## src/rtl/alu_pkg.sv

```systemverilog
// alu_pkg: ALUFN codes, legal-code table and FSM state encoding shared by the arbiter.
package alu_pkg;
  localparam logic [5:0] FN_ADD   = 6'b100000;
  localparam logic [5:0] FN_SUB   = 6'b100001;
  localparam logic [5:0] FN_CMPEQ = 6'b100100;
  localparam logic [5:0] FN_CMPLT = 6'b100101;
  localparam logic [5:0] FN_CMPLE = 6'b100110;
  localparam logic [5:0] FN_AND   = 6'b101000;
  localparam logic [5:0] FN_OR    = 6'b101001;
  localparam logic [5:0] FN_XOR   = 6'b101010;
  localparam logic [5:0] FN_XNOR  = 6'b101011;
  localparam logic [5:0] FN_SHL   = 6'b101100;
  localparam logic [5:0] FN_SHR   = 6'b101101;
  localparam logic [5:0] FN_SRA   = 6'b101110;
  localparam logic [5:0] LEGAL_FNS [12] = '{FN_ADD, FN_SUB, FN_CMPEQ, FN_CMPLT, FN_CMPLE,
    FN_AND, FN_OR, FN_XOR, FN_XNOR, FN_SHL, FN_SHR, FN_SRA};
  typedef enum logic [1:0] {ST_IDLE, ST_ISSUE, ST_RESP} state_t;
endpackage

```

## src/rtl/alu_arbiter_rr_arb2.sv

```systemverilog
// rr_arb2: two-way round-robin grant; priority flips to the other requester on each advance.
module rr_arb2 (
  input  logic       clk,
  input  logic       rst_n,
  input  logic [1:0] valid,
  input  logic       advance,
  output logic [1:0] grant
);
  logic ptr_q, ptr_d;
  assign grant[0] = valid[0] & (~valid[1] | ~ptr_q);
  assign grant[1] = valid[1] & (~valid[0] | ptr_q);
  assign ptr_d = advance ? grant[0] : ptr_q;
  always_ff @(posedge clk or negedge rst_n)
    if (!rst_n) ptr_q <= 1'b0;
    else ptr_q <= ptr_d;
endmodule

```

## src/rtl/alu_arbiter.sv

```systemverilog
// alu_arbiter: shares one combinational ALU between two requesters, one op in flight.
// Define ALU_ARB_FN_CHECK_EN to reject illegal ALUFN codes with rsp_err.
module alu_arbiter
  import alu_pkg::*;
#(
  parameter int DW = 32,
  parameter int FW = 6
) (
  input  logic          clk,
  input  logic          rst_n,
  input  logic          req0_valid,
  output logic          req0_ready,
  input  logic [FW-1:0] req0_fn,
  input  logic [DW-1:0] req0_a,
  input  logic [DW-1:0] req0_b,
  input  logic          req1_valid,
  output logic          req1_ready,
  input  logic [FW-1:0] req1_fn,
  input  logic [DW-1:0] req1_a,
  input  logic [DW-1:0] req1_b,
  output logic [FW-1:0] alu_fn,
  output logic [DW-1:0] alu_a,
  output logic [DW-1:0] alu_b,
  input  logic [DW-1:0] alu_y,
  output logic          rsp_valid,
  input  logic          rsp_ready,
  output logic          rsp_id,
  output logic [DW-1:0] rsp_y,
  output logic          rsp_err
);
  state_t        state_q, state_d;
  logic [FW-1:0] alu_fn_q, alu_fn_d;
  logic [DW-1:0] alu_a_q, alu_a_d, alu_b_q, alu_b_d, rsp_y_q, rsp_y_d;
  logic          rsp_valid_q, rsp_valid_d, rsp_id_q, rsp_id_d, rsp_err_q, rsp_err_d;
  logic          id_q, id_d, err_q, err_d;
  logic [1:0]    grant;
  logic          idle, xfer, legal;
  logic [FW-1:0] fn_sel;
  logic [DW-1:0] a_sel, b_sel;
  rr_arb2 u_arb (.clk(clk), .rst_n(rst_n), .valid({req1_valid, req0_valid}), .advance(xfer), .grant(grant));
  // rst_n gating keeps ready low while reset is held, even with valid high
  assign idle       = rst_n & (state_q == ST_IDLE);
  assign req0_ready = idle & grant[0];
  assign req1_ready = idle & grant[1];
  assign xfer       = req0_ready | req1_ready;
  assign fn_sel     = grant[1] ? req1_fn : req0_fn;
  assign a_sel      = grant[1] ? req1_a : req0_a;
  assign b_sel      = grant[1] ? req1_b : req0_b;
`ifdef ALU_ARB_FN_CHECK_EN
  always_comb begin
    legal = 1'b0;
    for (int i = 0; i < 12; i++) legal = legal | (fn_sel == FW'(LEGAL_FNS[i]));
  end
`else
  assign legal = 1'b1;
`endif
  always_comb begin
    state_d     = state_q;
    alu_fn_d    = alu_fn_q;
    alu_a_d     = alu_a_q;
    alu_b_d     = alu_b_q;
    rsp_valid_d = rsp_valid_q;
    rsp_y_d     = rsp_y_q;
    rsp_id_d    = rsp_id_q;
    rsp_err_d   = rsp_err_q;
    id_d        = id_q;
    err_d       = err_q;
    if (xfer) begin
      state_d  = ST_ISSUE;
      alu_fn_d = legal ? fn_sel : '0;
      alu_a_d  = legal ? a_sel : '0;
      alu_b_d  = legal ? b_sel : '0;
      id_d     = grant[1];
      err_d    = ~legal;
    end else if (state_q == ST_ISSUE) begin
      state_d     = ST_RESP;
      rsp_valid_d = 1'b1;
      rsp_y_d     = err_q ? '0 : alu_y;
      rsp_id_d    = id_q;
      rsp_err_d   = err_q;
    end else if (state_q == ST_RESP && rsp_ready) begin
      state_d     = ST_IDLE;
      rsp_valid_d = 1'b0;
    end
  end
  always_ff @(posedge clk or negedge rst_n)
    if (!rst_n) begin
      state_q     <= ST_IDLE;
      alu_fn_q    <= '0;
      alu_a_q     <= '0;
      alu_b_q     <= '0;
      rsp_valid_q <= 1'b0;
      rsp_y_q     <= '0;
      rsp_id_q    <= 1'b0;
      rsp_err_q   <= 1'b0;
      id_q        <= 1'b0;
      err_q       <= 1'b0;
    end else begin
      state_q     <= state_d;
      alu_fn_q    <= alu_fn_d;
      alu_a_q     <= alu_a_d;
      alu_b_q     <= alu_b_d;
      rsp_valid_q <= rsp_valid_d;
      rsp_y_q     <= rsp_y_d;
      rsp_id_q    <= rsp_id_d;
      rsp_err_q   <= rsp_err_d;
      id_q        <= id_d;
      err_q       <= err_d;
    end
  assign alu_fn    = alu_fn_q;
  assign alu_a     = alu_a_q;
  assign alu_b     = alu_b_q;
  assign rsp_valid = rsp_valid_q;
  assign rsp_y     = rsp_y_q;
  assign rsp_id    = rsp_id_q;
  assign rsp_err   = rsp_err_q;
endmodule

```

## config.mk

```make
export PLATFORM = sky130hd
export DESIGN_NAME = alu_arbiter
export DESIGN_NICKNAME = d
export VERILOG_FILES = /design/src/rtl/alu_pkg.sv /design/src/rtl/alu_arbiter_rr_arb2.sv /design/src/rtl/alu_arbiter.sv
export SDC_FILE = /design/constraint.sdc
export NUM_CORES = 1
export LEC_CHECK = 0
export BUFFER_PORTS_ARGS = -buffer_cell sky130_fd_sc_hd__buf_2
export CAP_MARGIN = 25
export CORE_ASPECT_RATIO = 0.5
export CORE_MARGIN = 1.5
export CORE_UTILIZATION = 49
export CTS_CLUSTER_DIAMETER = 30
export DETAILED_ROUTE_END_ITERATION = 7
export PLACE_DENSITY = 0.87
export SLEW_MARGIN = 20
export SYNTH_ARGS = -nofsm -noshare
export SYNTH_HDL_FRONTEND = slang
export SYNTH_SLANG_ARGS = --single-unit
```

## constraint.sdc

```tcl
create_clock -name clk -period 2.7 [get_ports clk]
set_input_delay 0.405 -clock clk [delete_from_list [all_inputs] [get_ports clk]]
set_output_delay 0.405 -clock clk [all_outputs]
set_load 0.02 [all_outputs]
```

### Word level (Yosys, flattened, before mapping)

Index checks and enable logic that the tools add are counted.

* register bits after elaboration: 108
* bits in latches: 0
* bits in writable memories: 0
* bits in read-only memories: 0
* bits of input ports: 177
* output and inout bits: 107
* logic and storage cells: 37
* memories: 0

* add/sub/neg operators: 0
* multipliers: 0
* divide/modulo/power cells: 0
* order comparisons: 0
* equal/unequal tests: 2
* shifts and indexed selects: 0
* muxes and demuxes: 8
* bitwise gates (word level): 12
* reductions and logical operators: 6

Operators by type and width (number)
* two-way mux 32 bit: 2
* two-way mux 2 bit: 3
* two-way mux 6 bit: 1
* AND 1 bit: 5
* inverter 1 bit: 4
* AND reduction 2 bit: 2
* bitwise OR 1 bit: 3
* nonzero test 3 bit: 1
* == test 2 x 1 -> 1 bit, second input constant: 1
* == test 2 bit, second input constant: 1
* zero test 2 bit: 1
* two-way mux 1 bit: 2
* nonzero test 2 bit: 1
* logical AND 1 bit: 1

### Depth between registers and ports, before layout

* depth after elaboration: 7
* gate-level depth with buffers: 5
* depth with buffers taken out: 3

### By module

A second synthesis with hierarchy kept.

* cells, all modules: 321
* area, all modules: 5258.8 um2

By module, submodules not included
* alu_arbiter: instances 1, cells an instance 316, area an instance 5196.2 um2, seq. area each 2677.6 um2
* rr_arb2: instances 1, cells an instance 5, area an instance 62.6 um2, seq. area each 25.0 um2

### Worst setup path before layout

No wires, ideal clock.

* path type: input to output
* start: input req0_valid
* end: output req0_ready
* arrival: 1.382 ns
* data required time: 2.295 ns
* path slack: 0.913 ns
* stages on the path: 4
* path buffers: 2
* cell sequence: a21bo_1 > buf_2 > buf_2 > nor4b_2

* cells in the longest elaborated chain, start to end: 2

Ends and longest elaborated chain
* from (decl): RTL line alu_arbiter.sv:11 `input logic req0_valid,`
* AND 1 bit: RTL line alu_arbiter_rr_arb2.sv:10 `assign grant[0] = valid[0] & (~valid[1] | ~ptr_q);`
* AND 1 bit: RTL line alu_arbiter.sv:43 `assign req0_ready = idle & grant[0];`
* to (decl): RTL line alu_arbiter.sv:12 `output logic req0_ready,`

Every way passes these cells.

### Final worst setup path

* start: register state_q[1]
* end: output req1_ready

* cells in the longest elaborated chain, start to end: 3

Ends and longest elaborated chain
* from (decl): RTL line alu_arbiter.sv:31 `state_t state_q, state_d;`
* from (signal assigned): RTL line alu_arbiter.sv:99 `state_q <= state_d;`
* zero test 2 bit: RTL line alu_arbiter.sv:42 `assign idle = rst_n & (state_q == ST_IDLE);`
* AND 1 bit: RTL line alu_arbiter.sv:42
* AND 1 bit: RTL line alu_arbiter.sv:44 `assign req1_ready = idle & grant[1];`
* to (decl): RTL line alu_arbiter.sv:17 `output logic req1_ready,`

Every way passes these cells.

==> flow_summary.rst <==
.. list-table::
   :header-rows: 1

   * - Metric
     - Value
   * - Average detailed-routed wire length per instance
     - 18.3 um
   * - First-iteration detailed-routing DRC count
     - 204
   * - Post-synth EDFFs
     - 0
   * - Die H
     - 75.9 um
   * - Area fraction in and, or, nand and nor cells after synthesis
     - 0.0106
   * - I/O pins
     - 284
   * - Post-CTS Setup Bufs
     - 0
   * - Largest family of logic cells by synthesized area
     - compound AO/OA/AOI/OAI gates
   * - Capturing instance or port of the critical path
     - req1_ready
   * - Rows
     - 26
   * - Share of synthesized area occupied by flip-flops and latches
     - 0.518
   * - Final net count
     - 786
   * - Total number of H-tree levels
     - 3
   * - Hold bufs inserted after CTS
     - 0
   * - Pin count of the biggest net entering global routing
     - 73
   * - Levels on crit path
     - 3
   * - Slowest Stage Delay on Critical Path
     - 0.49 ns
   * - Synth cell count leaders
     - sky130_fd_sc_hd__dfrtp_1, sky130_fd_sc_hd__o32ai_1, sky130_fd_sc_hd__a2bb2oi_2, sky130_fd_sc_hd__mux2_1, sky130_fd_sc_hd__buf_2
   * - Post-layout min period
     - 2.07 ns
   * - Gate Count Post-Synth
     - 345
   * - Fmax achieved
     - 483 MHz
   * - Critical R2R Launch
     - state_q[1]
   * - Launching instance or port of the critical path
     - state_q[1]
   * - Hold Slack
     - 0.279 ns
   * - Net Count, Synth
     - 522
   * - Via count of the first global-routing pass
     - 4236
   * - Clock tree sinks
     - 108
   * - Tcrit/Tclk final
     - 0.767
   * - Root Buffer
     - sky130_fd_sc_hd__clkbuf_16
   * - Static leakage power
     - 0.00311 uW
   * - Worst path slowest cell
     - sky130_fd_sc_hd__dfrtp_1
   * - Avg Cell Area, Syn
     - 15.1 sq um
   * - Total track usage
     - 0.245
   * - Number of nets still failing antenna checks after routing
     - 0
   * - First-pass iteration count of the detailed router
     - 5
   * - CTS clock-pin slew for the worst setup and hold paths
     - 0.08 ns
   * - Data arrival at the endpoint of the critical path
     - 1.67 ns
   * - Cell depth of the worst flop-to-flop path
     - 4
   * - Wire length after detailed routing
     - 13.8 mm
   * - Area share of the largest cell type after synthesis
     - 0.518
   * - Most used flip-flop cell after synthesis
     - sky130_fd_sc_hd__dfrtp_1
   * - Bufs on Longest Clock Path
     - 2
   * - Yosys reg bits
     - 108
   * - Tightest Pin Transition
     - 0.868 ns
   * - Post-detailed-placement half-perimeter wirelength
     - 10.2 mm
   * - Die span in x
     - 149 um
   * - Max-slew violation count
     - 0
   * - Setup slack of the worst register-to-register path
     - 0.83 ns
   * - Worst Skew
     - 0.00882 ns
   * - Number of synthesis warnings
     - 0
   * - Drc violations
     - 0
   * - Number of distinct standard cells referenced by the synthesized netlist
     - 23
   * - IO Port Bufs
     - 282
   * - Crit. End Element
     - primary output
   * - Core box area
     - 0.0103 sq mm
   * - Number of antenna violations at the first check in global routing
     - 1
   * - Run status
     - finished clean
   * - Fraction of layout cells with a size suffix above 1
     - 0.634
   * - Clock buffer count from CTS
     - 9
   * - Critical path fanouts, max
     - 7
   * - Area fraction in compound gates after synthesis
     - 0.330
   * - Type of the worst setup path
     - flop to primary output
   * - Crit path required time
     - 2.30 ns
   * - Number of max-capacitance violations reported
     - 0
   * - Diodes inserted
     - 0
   * - Adder-cell area share of the yosys netlist
     - 0
   * - Remaining max-slew budget at the tightest pin
     - 0.422
   * - Clock tree from TritonCTS
     - yes
   * - WP buf/inv
     - 1
   * - Peak VDD IR
     - 0.472 mV
   * - Final global-route overflow total
     - 0
   * - Relative area change from synthesis to final layout
     - 32.4%
   * - Insertion delay of the later-clocked pin in the worst-skew pair
     - 0.34 ns
   * - Layout filler cell count
     - 756
   * - Category of cells accounting for the largest share of critical-path delay
     - simple AND/OR/NAND/NOR gates
   * - Post-Synth XOR/XNOR Area
     - 0
   * - Largest cells by area after synthesis
     - sky130_fd_sc_hd__dfrtp_1, sky130_fd_sc_hd__a2bb2oi_2, sky130_fd_sc_hd__o32ai_1
   * - Global-route wire length before repair
     - 21.8 mm
   * - Overall via count from detail_route
     - 4259
   * - Overall die area
     - 0.0113 sq mm
   * - Setup-failing EPs final
     - 0
   * - Via count normalized by instance count
     - 5.65
   * - Setup repair after global routing missed its margin
     - false
   * - Total negative slack
     - 0 ns
   * - Endpoint of the worst-slack reg-to-reg timing path
     - alu_b[17]
   * - Cell taking the most area after synthesis
     - sky130_fd_sc_hd__dfrtp_1
   * - Global placer's final weighted congestion
     - 0.848
   * - Post-cts gate resize count
     - 0
   * - Synth async-reset ratio
     - 1.00
   * - Mux contribution to synthesized area
     - 0.0713
   * - Most frequent cell after synthesis
     - sky130_fd_sc_hd__dfrtp_1
   * - Area of the mapped netlist
     - 0.00521 sq mm
   * - Final hold violation count
     - 0
   * - Cells along the critical path
     - nor3b_4, nor3b_1, buf_2
   * - Sort of element at the start of the critical path
     - flop
   * - Hold crit path type
     - input port to flop
   * - Effective utilization at floorplan
     - 0.507
   * - Power per unit of standard cell area
     - 1210 mW/mm^2
==> per-stage QoR <==
stage / instances / cell area (sq um) / total power (uW) / util / setup WS [ns]
floorplan: 345 / 5210 / 5930 / - / 0.913
global placement: 738 / 6610 / 7010 / 0.643 / 0.917
detailed placement: 738 / 6610 / 7160 / 0.643 / 0.828
CTS: 754 / 6900 / 8440 / 0.671 / 0.619
global route: 754 / 6900 / 8830 / 0.671 / 0.540
finish: 754 / 6900 / 8380 / 0.671 / 0.629
==> area by class of cell <==
cell class / count / area, sq um / share of cell area
flip-flops and latches: 108 / 2700 / 0.392
multi-input cells: 190 / 2180 / 0.316
repair buffers: 297 / 1540 / 0.223
clock buffers: 9 / 225 / 0.0326
well taps: 140 / 175 / 0.0254
clock inverters: 7 / 67.6 / 0.00979
inverters: 3 / 11.3 / 0.00163
==> worst min path at each step <==
| stage | start | to | slack (ns) | cells after the start |
|---|---|---|---|---|
| after floorplan | rst_n | alu_a[0] | 0.11 | 0 |
| after global placement | rsp_y[4] | rsp_y[4] | 0.46 | 1 |
| after detailed placement | rsp_y[18] | rsp_y[18] | 0.47 | 1 |
| after CTS | alu_y[25] | rsp_y[25] | 0.27 | 2 |
| after global routing | alu_y[27] | rsp_y[27] | 0.26 | 2 |
| final | alu_y[25] | rsp_y[25] | 0.28 | 2 |
==> cells in the final DEF (no fill, tap or decap), drive strengths merged, types with 3 or more instances in the layout <==
cell type	Yosys	final
inv	3	7
a2bb2oi	70	70
mux2	33	33
buf	37	297
a21o	3	3
dfrtp	108	108
clkinv	0	3
o32ai	70	70
clkbuf	7	9
a21oi	3	3
==> logic make-up after synthesis <==
group,Yosys count
AOI/OAI and AO/OA,149
buffers and inverters,47
DFF,108
muxes,33
other,1
and+or+nand+nor,7
==> worst reg2reg max path: stages, from the launching register on <==
cell                        delay (ns)
sky130_fd_sc_hd__dfrtp_1          0.49
sky130_fd_sc_hd__nor3b_4          0.30
sky130_fd_sc_hd__o21a_4           0.55
sky130_fd_sc_hd__buf_4            0.31
sky130_fd_sc_hd__a2bb2oi_2        0.15
==> routing by layer <==
layer	up-vias	GRT usage	share of wire
met5	-	0	0.00087
met4	2	0.100	0.035
met3	46	0.0560	0.060
met2	193	0.427	0.52
met1	2077	0.293	0.38
li1	1941	-	-
==> state kept, by name, summed over array words and instances (netlist names) <==
name,flops
rsp_valid,1
alu_fn,6
id_q,1
state_q,2
rsp_id,1
u_arb.ptr_q,1
rsp_y,32
alu_a,32
alu_b,32
==> power by group <==
group / switching [uW] / internal (uW)
combinational: 2300 / 1860
clock: 621 / 651
sequential: 536 / 2410
Power figures use the tool's default switching activity.
